File: src/rtl/cache_control_nway_if.sv
`default_nettype none
// cache_control_nway_if: CPU port, physical-memory port and datapath control bundle
// for the N-way cache controller. Rev 1.0
interface cache_control_nway_if #(
  parameter int WAYS        = 4,
  parameter int INDEX_WIDTH = 3,
  parameter int CNT_WIDTH   = 16
) ();
  localparam int WAY_W = $clog2(WAYS);

  logic                   mem_read;
  logic                   mem_write;
  logic                   mem_resp;
  logic                   pmem_read;
  logic                   pmem_write;
  logic                   pmem_resp;
  logic [INDEX_WIDTH-1:0] index;
  logic [WAYS-1:0]        valid;
  logic [WAYS-1:0]        hit;
  logic [WAYS-1:0]        dirty;
  logic [WAY_W-1:0]       way_sel;
  logic [WAYS-1:0]        write_en;
  logic                   valid_data;
  logic                   dirty_data;
  logic                   datain_sel;
  logic                   pmem_addr_sel;
  logic [CNT_WIDTH-1:0]   hit_count;
  logic [CNT_WIDTH-1:0]   miss_count;

  modport master (
    output mem_read, mem_write, pmem_resp, index, valid, hit, dirty,
    input  mem_resp, pmem_read, pmem_write, way_sel, write_en, valid_data,
           dirty_data, datain_sel, pmem_addr_sel, hit_count, miss_count
  );

  modport slave (
    input  mem_read, mem_write, pmem_resp, index, valid, hit, dirty,
    output mem_resp, pmem_read, pmem_write, way_sel, write_en, valid_data,
           dirty_data, datain_sel, pmem_addr_sel, hit_count, miss_count
  );
endinterface
`default_nettype wire

File: src/rtl/cache_control_nway.sv
`default_nettype none
// cache_control_nway: N-way write-back cache controller with tree pLRU replacement,
// latched miss victim and saturating hit/miss counters. Rev 1.0
module cache_control_nway #(
  parameter int WAYS        = 4,
  parameter int INDEX_WIDTH = 3,
  parameter int CNT_WIDTH   = 16
) (
  input  wire logic           clk,
  input  wire logic           rst_n,
  cache_control_nway_if.slave bus
);
  localparam int WAY_W = $clog2(WAYS);
  localparam int SETS  = 1 << INDEX_WIDTH;

  typedef enum logic [1:0] {
    IDLE       = 2'd0,
    WRITE_BACK = 2'd1,
    FILL       = 2'd2,
    FILL_DONE  = 2'd3
  } state_t;

  state_t               state_q, state_d;
  logic [WAY_W-1:0]     victim_q, victim_d;
  logic [CNT_WIDTH-1:0] hit_count_q, hit_count_d;
  logic [CNT_WIDTH-1:0] miss_count_q, miss_count_d;
  logic [WAYS-1:1]      lru_q [SETS];
  logic [WAYS-1:1]      lru_d [SETS];

  logic             legal;
  logic             any_hit;
  logic [WAY_W-1:0] hit_way;
  logic             any_invalid;
  logic [WAY_W-1:0] invalid_way;
  logic [WAY_W-1:0] plru_way;
  logic [WAY_W-1:0] miss_victim;
  logic [WAYS-1:1]  lru_cur;
  logic [WAYS-1:1]  lru_new;
  logic             lru_we;
  logic [WAY_W-1:0] lru_way;
  logic [WAY_W:0]   walk_node;
  logic [WAY_W:0]   upd_node;

  logic             mem_resp_o, pmem_read_o, pmem_write_o;
  logic [WAY_W-1:0] way_sel_o;
  logic [WAYS-1:0]  write_en_o;
  logic             valid_data_o, dirty_data_o, datain_sel_o, pmem_addr_sel_o;

  assign legal   = bus.mem_read ^ bus.mem_write;
  assign lru_cur = lru_q[bus.index];

  always_comb begin
    any_hit     = 1'b0;
    hit_way     = '0;
    any_invalid = 1'b0;
    invalid_way = '0;
    for (int w = 0; w < WAYS; w++) begin
      if (bus.hit[w]) begin
        any_hit = 1'b1;
        hit_way = WAY_W'(w);
      end
    end
    // Descending scan so the lowest-numbered invalid way wins.
    for (int w = WAYS - 1; w >= 0; w--) begin
      if (!bus.valid[w]) begin
        any_invalid = 1'b1;
        invalid_way = WAY_W'(w);
      end
    end
  end

  always_comb begin
    walk_node = (WAY_W + 1)'(1);
    for (int l = 0; l < WAY_W; l++) begin
      walk_node = {walk_node[WAY_W-1:0], lru_cur[walk_node[WAY_W-1:0]]};
    end
    plru_way    = walk_node[WAY_W-1:0];
    miss_victim = any_invalid ? invalid_way : plru_way;
  end

  // Every node on the accessed leaf's path is turned to point at the other subtree.
  always_comb begin
    lru_new  = lru_cur;
    upd_node = {1'b1, lru_way};
    for (int l = 0; l < WAY_W; l++) begin
      lru_new[upd_node[WAY_W:1]] = ~upd_node[0];
      upd_node = upd_node >> 1;
    end
    lru_d = lru_q;
    if (lru_we) begin
      lru_d[bus.index] = lru_new;
    end
  end

  always_comb begin
    state_d         = state_q;
    victim_d        = victim_q;
    hit_count_d     = hit_count_q;
    miss_count_d    = miss_count_q;
    lru_we          = 1'b0;
    lru_way         = hit_way;
    mem_resp_o      = 1'b0;
    pmem_read_o     = 1'b0;
    pmem_write_o    = 1'b0;
    way_sel_o       = hit_way;
    write_en_o      = '0;
    valid_data_o    = 1'b0;
    dirty_data_o    = 1'b0;
    datain_sel_o    = 1'b0;
    pmem_addr_sel_o = 1'b0;

    unique case (state_q)
      IDLE: begin
        if (legal) begin
          if (any_hit) begin
            mem_resp_o  = 1'b1;
            lru_we      = 1'b1;
            hit_count_d = (hit_count_q == '1) ? hit_count_q : hit_count_q + 1'b1;
            if (bus.mem_write) begin
              write_en_o   = WAYS'(1) << hit_way;
              valid_data_o = 1'b1;
              dirty_data_o = 1'b1;
            end
          end else begin
            victim_d     = miss_victim;
            miss_count_d = (miss_count_q == '1) ? miss_count_q : miss_count_q + 1'b1;
            state_d      = bus.dirty[miss_victim] ? WRITE_BACK : FILL;
          end
        end
      end
      WRITE_BACK: begin
        pmem_write_o    = 1'b1;
        pmem_addr_sel_o = 1'b1;
        way_sel_o       = victim_q;
        if (bus.pmem_resp) state_d = FILL;
      end
      FILL: begin
        pmem_read_o = 1'b1;
        if (bus.pmem_resp) state_d = FILL_DONE;
      end
      FILL_DONE: begin
        write_en_o   = WAYS'(1) << victim_q;
        valid_data_o = 1'b1;
        datain_sel_o = 1'b1;
        way_sel_o    = victim_q;
        lru_we       = 1'b1;
        lru_way      = victim_q;
        state_d      = IDLE;
      end
      default: state_d = IDLE;
    endcase

    // Combinational outputs must also drop while reset is held.
    if (!rst_n) begin
      mem_resp_o      = 1'b0;
      pmem_read_o     = 1'b0;
      pmem_write_o    = 1'b0;
      way_sel_o       = '0;
      write_en_o      = '0;
      valid_data_o    = 1'b0;
      dirty_data_o    = 1'b0;
      datain_sel_o    = 1'b0;
      pmem_addr_sel_o = 1'b0;
    end
  end

  always_ff @(posedge clk or negedge rst_n) begin
    if (!rst_n) begin
      state_q      <= IDLE;
      victim_q     <= '0;
      hit_count_q  <= '0;
      miss_count_q <= '0;
      for (int s = 0; s < SETS; s++) begin
        lru_q[s] <= '0;
      end
    end else begin
      state_q      <= state_d;
      victim_q     <= victim_d;
      hit_count_q  <= hit_count_d;
      miss_count_q <= miss_count_d;
      lru_q        <= lru_d;
    end
  end

  assign bus.mem_resp      = mem_resp_o;
  assign bus.pmem_read     = pmem_read_o;
  assign bus.pmem_write    = pmem_write_o;
  assign bus.way_sel       = way_sel_o;
  assign bus.write_en      = write_en_o;
  assign bus.valid_data    = valid_data_o;
  assign bus.dirty_data    = dirty_data_o;
  assign bus.datain_sel    = datain_sel_o;
  assign bus.pmem_addr_sel = pmem_addr_sel_o;
  assign bus.hit_count     = hit_count_q;
  assign bus.miss_count    = miss_count_q;
endmodule
`default_nettype wire

File: src/flat_wrapper.sv
// flat-port wrapper written by rule: the top's interface ports become plain ports
module cache_control_nway_flat 
#(
  parameter int WAYS        = 4,
  parameter int INDEX_WIDTH = 3,
  parameter int CNT_WIDTH   = 16
)
  (clk, rst_n, bus_mem_read, bus_mem_write, bus_pmem_resp, bus_index, bus_valid, bus_hit, bus_dirty, bus_mem_resp, bus_pmem_read, bus_pmem_write, bus_way_sel, bus_write_en, bus_valid_data, bus_dirty_data, bus_datain_sel, bus_pmem_addr_sel, bus_hit_count, bus_miss_count);
  cache_control_nway_if #(.WAYS(WAYS), .INDEX_WIDTH(INDEX_WIDTH), .CNT_WIDTH(CNT_WIDTH)) bus_i ();
  input  wire logic clk;
  input  wire logic rst_n;
  input wire logic [$bits(bus_i.mem_read)-1:0] bus_mem_read;
  input wire logic [$bits(bus_i.mem_write)-1:0] bus_mem_write;
  input wire logic [$bits(bus_i.pmem_resp)-1:0] bus_pmem_resp;
  input wire logic [$bits(bus_i.index)-1:0] bus_index;
  input wire logic [$bits(bus_i.valid)-1:0] bus_valid;
  input wire logic [$bits(bus_i.hit)-1:0] bus_hit;
  input wire logic [$bits(bus_i.dirty)-1:0] bus_dirty;
  output wire logic [$bits(bus_i.mem_resp)-1:0] bus_mem_resp;
  output wire logic [$bits(bus_i.pmem_read)-1:0] bus_pmem_read;
  output wire logic [$bits(bus_i.pmem_write)-1:0] bus_pmem_write;
  output wire logic [$bits(bus_i.way_sel)-1:0] bus_way_sel;
  output wire logic [$bits(bus_i.write_en)-1:0] bus_write_en;
  output wire logic [$bits(bus_i.valid_data)-1:0] bus_valid_data;
  output wire logic [$bits(bus_i.dirty_data)-1:0] bus_dirty_data;
  output wire logic [$bits(bus_i.datain_sel)-1:0] bus_datain_sel;
  output wire logic [$bits(bus_i.pmem_addr_sel)-1:0] bus_pmem_addr_sel;
  output wire logic [$bits(bus_i.hit_count)-1:0] bus_hit_count;
  output wire logic [$bits(bus_i.miss_count)-1:0] bus_miss_count;
  assign bus_i.mem_read = bus_mem_read;
  assign bus_i.mem_write = bus_mem_write;
  assign bus_i.pmem_resp = bus_pmem_resp;
  assign bus_i.index = bus_index;
  assign bus_i.valid = bus_valid;
  assign bus_i.hit = bus_hit;
  assign bus_i.dirty = bus_dirty;
  assign bus_mem_resp = bus_i.mem_resp;
  assign bus_pmem_read = bus_i.pmem_read;
  assign bus_pmem_write = bus_i.pmem_write;
  assign bus_way_sel = bus_i.way_sel;
  assign bus_write_en = bus_i.write_en;
  assign bus_valid_data = bus_i.valid_data;
  assign bus_dirty_data = bus_i.dirty_data;
  assign bus_datain_sel = bus_i.datain_sel;
  assign bus_pmem_addr_sel = bus_i.pmem_addr_sel;
  assign bus_hit_count = bus_i.hit_count;
  assign bus_miss_count = bus_i.miss_count;
  cache_control_nway #(.WAYS(WAYS), .INDEX_WIDTH(INDEX_WIDTH), .CNT_WIDTH(CNT_WIDTH)) u_core (.clk(clk), .rst_n(rst_n), .bus(bus_i));
endmodule
File: config.mk
export PLATFORM = sky130hd
export DESIGN_NAME = cache_control_nway_flat
export DESIGN_NICKNAME = d
export VERILOG_FILES = /design/src/rtl/cache_control_nway_if.sv /design/src/rtl/cache_control_nway.sv /design/src/flat_wrapper.sv
export SDC_FILE = /design/constraint.sdc
export NUM_CORES = 1
export LEC_CHECK = 0
export ABC_AREA = 1
export CAP_MARGIN = 0
export CORE_MARGIN = 1.5
export CORE_UTILIZATION = 50
export DETAILED_ROUTE_END_ITERATION = 8
export PLACE_DENSITY = 0.82
export SLEW_MARGIN = 20
export SYNTH_ARGS = -nofsm -noshare
export SYNTH_HDL_FRONTEND = slang
export SYNTH_SLANG_ARGS = --single-unit
File: constraint.sdc
create_clock -name clk -period 3.9 [get_ports clk]
set_clock_uncertainty 0.05 [all_clocks]
set_input_delay 1.17 -clock clk [delete_from_list [all_inputs] [get_ports clk]]
set_output_delay 1.17 -clock clk [all_outputs]
set_load 0.005 [all_outputs]
==> results of run 1 <==
## where the power goes
group / switching, mW / internal [mW] / total, mW
logic: 0.524 / 0.349 / 0.873
registers: 0.103 / 0.802 / 0.905
clock network: 0.240 / 0.328 / 0.567
total: 0.866 / 1.48 / 2.35
## path summary, 6_finish.rpt
path                       slack [ns]                startpoint                  endpoint  depth (start not counted)
max                              0.14              bus_mem_read           bus_write_en[0]                          8
min                              0.44  u_core.bus.miss_count[5]  u_core.bus.miss_count[5]                          1
max reg2reg                      1.36         u_core.state_q[0]          u_core.lru_q[22]                          9
min reg2reg                      0.44  u_core.bus.miss_count[5]  u_core.bus.miss_count[5]                          1
max in group asynchronous        2.19                     rst_n          u_core.lru_q[17]                          2
min in group asynchronous        0.64                     rst_n         u_core.state_q[1]                          1
## area by class of cell
type / instances / area, um^2 / share of cell area
clock inverters: 4 / 47.55 / 0.01062
flip-flops and latches: 60 / 1501 / 0.3354
well taps: 80 / 100.1 / 0.02236
repair buffers: 73 / 695.7 / 0.1554
multi-input cells: 292 / 1694 / 0.3784
inverters: 75 / 282.8 / 0.06316
clock buffers: 12 / 155.1 / 0.03466
## per-layer routing
metal	GRT usage	routed length [um]	share of wire	up-vias
li1	-	-	-	1516
met1	0.2887	3484	0.43	1409
met2	0.3994	3948	0.49	93
met3	0.07048	446	0.056	12
met4	0.07918	148	0.018	0
met5	0	0	0	-
## registers in the layout, summed over array words and instances (netlist names)
register / count
u_core.bus.hit_count: 16
u_core.bus.miss_count: 16
u_core.lru_q: 24
u_core.state_q: 2
u_core.victim_q: 2
## layout by cell type (no fill, tap or decap), types with 2 or more instances in the layout
master	n
nor3_4	4
xnor2_1	10
dfrtp_1	60
clkinv_2	3
o21ai_0	24
ha_1	7
nor2_4	11
buf_4	9
dlymetal6s2s_1	2
o21ai_1	10
nor3_1	5
xor2_1	17
inv_1	71
dlygate4sd2_1	7
nand2_4	4
nand3_1	28
a21oi_1	7
inv_2	2
nand2_1	104
nor4_1	2
nor2_1	32
clkbuf_8	11
nand4_1	7
a31oi_1	5
clkdlybuf4s50_1	52
## critical path, delay by kind of cell
family,cells,cell delay [ns]
buf+inv,3,0.53
simple gates,3,0.49
compound gates,1,0.19
xor+xnor,1,0.16
## per-stage QoR
| stage | utilization | instance area [um^2] | power [mW] | setup TNS [ns] |
|---|---|---|---|---|
| final | 0.6626 | 4477 | 2.346 | 0 |
| after global routing | 0.6626 | 4477 | 2.527 | 0 |
| after CTS | 0.6613 | 4468 | 2.352 | 0 |
| after detailed placement | 0.6283 | 4245 | 1.778 | -2.254 |
| after global placement | 0.6283 | 4245 | 1.747 | -1.846 |
| after floorplan | - | 3460 | 1.445 | 0 |
## Yosys cell counts, types with 2 or more instances
master,number,area (um^2)
nand3_1,28,140.1
inv_1,72,270.3
nand4_1,7,43.79
a21oi_1,7,35.03
nand2_1,104,390.4
nor2_1,32,120.1
nand2_4,4,45.04
o21ai_0,25,125.1
ha_1,7,87.58
dfrtp_1,60,1501
o21ai_1,10,50.05
buf_2,2,10.01
nor3_1,6,30.03
a31oi_1,5,31.28
nor4_1,3,18.77
xor2_1,17,148.9
nor2_4,11,123.9
nor3_4,3,48.80
xnor2_1,11,96.34
## kinds of logic (layout without fill, tap and decap cells)
kind of cell	after synthesis	after routing	share of synthesized area
compound gates	50	50	0.07885
xor+xnor	28	28	0.07088
fa+ha+maj	7	7	0.02532
buf+inv	78	164	0.08680
flops	60	60	0.4340
simple gates	207	207	0.3042
## what timing repair did
item / CTS / global route
endpoints found under the setup margin: 8 / 3
setup buffers: 0 / 0
pin swaps: 1 / 1
gates cloned: 0 / 0
gates resized for setup: 18 / 5
==> results.md, run 1 <==
- Status: complete, no violations
- Final Cycle Share: 0.9653
- Synth Instances: 430
- Hold slack: 0.4426 ns
- Crit-path max FO: 3
- #FFs+latches synth: 60
- CP max stage cell: dlygate4sd2_1
- Drt wl/cell: 13.47 um
- Worst hold path type: reg2reg
- Place WS: -0.3911 ns
- CTS tree: done
- Final min period: between 3 and 4 ns
- Slew Limit Fails: 0
- Crit-path cells: dlygate4sd2_1 -> xnor2_2 -> or2_4 -> nor2_8 -> buf_4 -> nand4_1 -> a21oi_1 -> clkbuf_2
- Primary FF master, synth: dfrtp_1
- Fin. Hold Viols: 0
- Die footprint: 7427 um^2
- Setup crit end kind: primary output
- P_leak: 2.167 nW
- Vias in the first global route: slightly above 3000
- Grt ovf: 0
- Inserted Clock Buffers: 9
- Detailed Route WL: 8.028 mm
- First DRT Iteration DRCs: ~150
- Hpwl dp: 5.815 mm
- Number of synthesized flops with an enable pin: 0
- Initial antenna violation count: 0
- Num Clock Sinks: 60
- Layout Nets: 538
- Critical path type: in2out
- Die X: ~86 um
- Yosys synthesis warning count: 0
- Cell area after synthesis: around 3500 um^2
- Max Freq: 265.6 MHz
- DRC viols: 0
- Post-DRT Antenna Nets: 0
- Ys async rst share: 1.000
- Core area: between 6000 and 7000 um^2
- Layout filler cell count: between 500 and 600
- First-pass GRT wire length: 13.69 mm
- Diode count: 0
- Total track usage: 0.2358
- Placed cells: a little under 600
- Layout Area Growth over Synthesis: 29.40%
- Pin count of the biggest net entering global routing: 57
- Port Buf Inserts: 64
- MaxCap Viol Count: 0
- Via density per instance: between 5 and 6
- Worst slew margin: 0.5152
- Sequential area share after synthesis: 0.4340
- Least-Margin Pin Slew: 0.7223 ns
- Vias: 3030
- Clock Path Buffers: 2
- Final WS setup: 0.1353 ns
- Gp weighted congestion: between 0.9 and 1
- Pwr dens: around 520 nW/um^2
- Final Setup Violations: 0
- Root Driver: clkbuf_8
- Final cell count without fillers: 596
- Skew-Pair Late Insertion Delay: ~0.34 ns
- Peak VDD IR: slightly below 0.3 mV
- CP startpoint kind: input port
- Share of layout cells above drive strength 1: 0.1143
- Mean Syn Cell Area: 8.046 um^2
- Crit path DAT: 2.54 ns
- Netlist cell types: 35
- H-Tree Level Count: 3
- Worst path max stage delay: approximately 0.27 ns
- Hold buffer count at CTS: 0
- Unrepaired setup endpoints after global routing: false
- Die Y: 86.18 um
- DR pass1 iterations: 4
- Core Rows: 30
- Initial Util: 0.5120
- Syn nets: 457
- I/O pin cnt: 65
- Clock-pin slew on the worst setup and hold paths: 0.06 ns
- CP required: 2.68 ns
Note: power is estimated with default switching activity, not from simulation.
==> inputs of run 2 (changes only) <==
- ABC_CLOCK_PERIOD_IN_PS: not set -> 3900
==> results of run 2 <==
The final DEF is identical to that of run 1; final timing and power are the same.
==> inputs of run 3 (changes only) <==
- CORE_MARGIN: 1.5 -> not set
==> results.md, run 3 (synthesized netlist as in run 1, its figures left out) <==
- Most flop-heavy register: u_core.lru_q
- Final Cycle Share: 0.9722
- Layout filler cell count: 520
- Layout Area Growth over Synthesis: 29.98%
- H-Tree Level Count: 3
- Most frequent cells in the layout: 104 x nand2_1, 72 x inv_1, 60 x dfrtp_1
- Worst hold path type: reg2reg
- Worst path max stage delay: about 0.50 ns
- Final min period: 3.792 ns
- Die X: ~85 um
- P_leak: 2.183 nW
- Root Driver: clkbuf_8
- Worst slew margin: 0.5970
- CP required: 2.68 ns
- Int Pwr: 1.451 mW
- Drt wl/cell: 13.12 um
- Final cell count without fillers: 598
- Setup crit end kind: primary output
- Initial antenna violation count: 0
- Share of layout cells above drive strength 1: 0.1171
- Gp weighted congestion: about 0.94
- Layout Nets: 543
- Core area: 6531 um^2
- Post-DRT Antenna Nets: 0
- CP max stage cell: clkdlybuf4s50_1
- Crit path DAT: around 2.6 ns
- Detailed Route WL: slightly below 8 mm
- Skew-Pair Late Insertion Delay: around 0.34 ns
- Crit-path max FO: 2
- Slew Limit Fails: 0
- Power share of the clock group: 0.235
- Initial Util: 0.5297
- First-pass GRT wire length: 13.67 mm
- Clock Path Buffers: 2
- Fin. Hold Viols: 0
- Final Setup Violations: 0
- Clock-pin slew on the worst setup and hold paths: 0.07 ns
- Power share of the combinational group: 0.377
- Seq pwr share: 0.388
- Inserted Clock Buffers: 9
- Max FFs per register: 24
- First DRT Iteration DRCs: 143
- Diode count: 0
- Hpwl dp: between 6 and 7 mm
- Total track usage: 0.2370
- Critical path type: in2out
- CTS tree: done
- I/O pin cnt: between 60 and 70
- Vias: 3085
- Max Freq: 263.7 MHz
- Reg-to-reg setup timing slack: 1.59 ns
- Crit-path cells: clkdlybuf4s15_1 -> inv_1 -> buf_4 -> nor4_1 -> a31oi_1 -> nor2_1 -> clkdlybuf4s50_1
- Die footprint: 7256 um^2
- CP startpoint kind: input port
- Net Sw Frac: 0.3773
- Placed cells: between 500 and 600
- Commonest non-fill, non-tap cell in the layout: nand2_1
- Status: complete, no violations
- Setup bufs post-CTS: 0
- Hold buffer count at CTS: 0
- Pwr dens: 518.1 nW/um^2
- Pin count of the biggest net entering global routing: 35
- Peak VDD IR: approximately 0.31 mV
- Via density per instance: 5.159
- NetSw: about 0.88 mW
- Vias in the first global route: 3165
- DRC viols: 0
- Num Clock Sinks: 60
- Setup TNS Final: 0 ns
- Port Buf Inserts: 64
- Grt ovf: 0
- Least-Margin Pin Slew: 0.6004 ns
- Die Y: 85.18 um
- DR pass1 iterations: 4
- Core Rows: 29
- MaxCap Viol Count: 0
==> run 3: stage by stage <==
step	worst slack [ns]	cell area (um^2)	utilization	total power, mW	hold slack (ns)
6_report	0.1083	4497	0.6885	2.330	0.4403
5_1_grt	-0.02095	4497	0.6885	2.502	0.4918
4_1_cts	0.01823	4483	0.6864	2.334	0.4511
3_5_place_dp	-0.3271	4279	0.6552	1.788	0.4381
3_3_place_gp	-0.2775	4279	0.6552	1.751	0.4365
2_1_floorplan	0.5170	3460	-	1.445	0.4343
==> run 3: layout make-up <==
class / count / area, um^2 / area share
timing repair buffer: 78 / 737.0 / 0.1639
clock inverter: 6 / 63.81 / 0.01419
sequential: 60 / 1501 / 0.3339
inverter: 75 / 282.8 / 0.06288
clock buffer: 10 / 127.6 / 0.02838
tap: 77 / 96.34 / 0.02142
multi-input combinational: 292 / 1688 / 0.3753
==> run 3: layer usage <==
metal,vias to the layer above,GRT usage,routed length (um)
met5,-,0,0
met4,0,0.08783,172
met3,19,0.04961,383
met2,80,0.4076,3843
met1,1460,0.2944,3445
li1,1526,-,-
==> run 3: worst max-delay path, delay by kind of cell <==
kind | cells | cell delay (ns)
and+or+nand+nor | 2 | 0.35
AOI/OAI and AO/OA | 1 | 0.07
buffers and inverters | 4 | 0.98
==> run 3: what timing repair did <==
action | CTS | global route
endpoints found under the setup margin | 8 | 3
pin swaps | 2 | 1
gates cloned | 0 | 0
gates resized for setup | 15 | 4
==> run 3: worst paths after layout <==
path,cells after the start,startpoint,to
worst min-delay path,1,u_core.bus.miss_count[5],u_core.bus.miss_count[5]
min in group asynchronous,2,rst_n,u_core.bus.hit_count[15]
worst max-delay path,7,bus_hit[3],bus_write_en[3]
worst min register to register,1,u_core.bus.miss_count[5],u_core.bus.miss_count[5]
worst max register to register,12,u_core.state_q[1],u_core.bus.hit_count[15]
max in group asynchronous,2,rst_n,u_core.lru_q[14]
==> run 3: power by group through the flow <==
stage          Clock, mW  Sequential [mW]  Combinational (mW)
5_1_grt            0.586            0.923               0.992
3_5_place_dp           0            0.911               0.877
3_3_place_gp           0            0.905               0.846
2_1_floorplan          0            0.891               0.554
6_report           0.547            0.903               0.879
4_1_cts            0.555            0.899               0.880
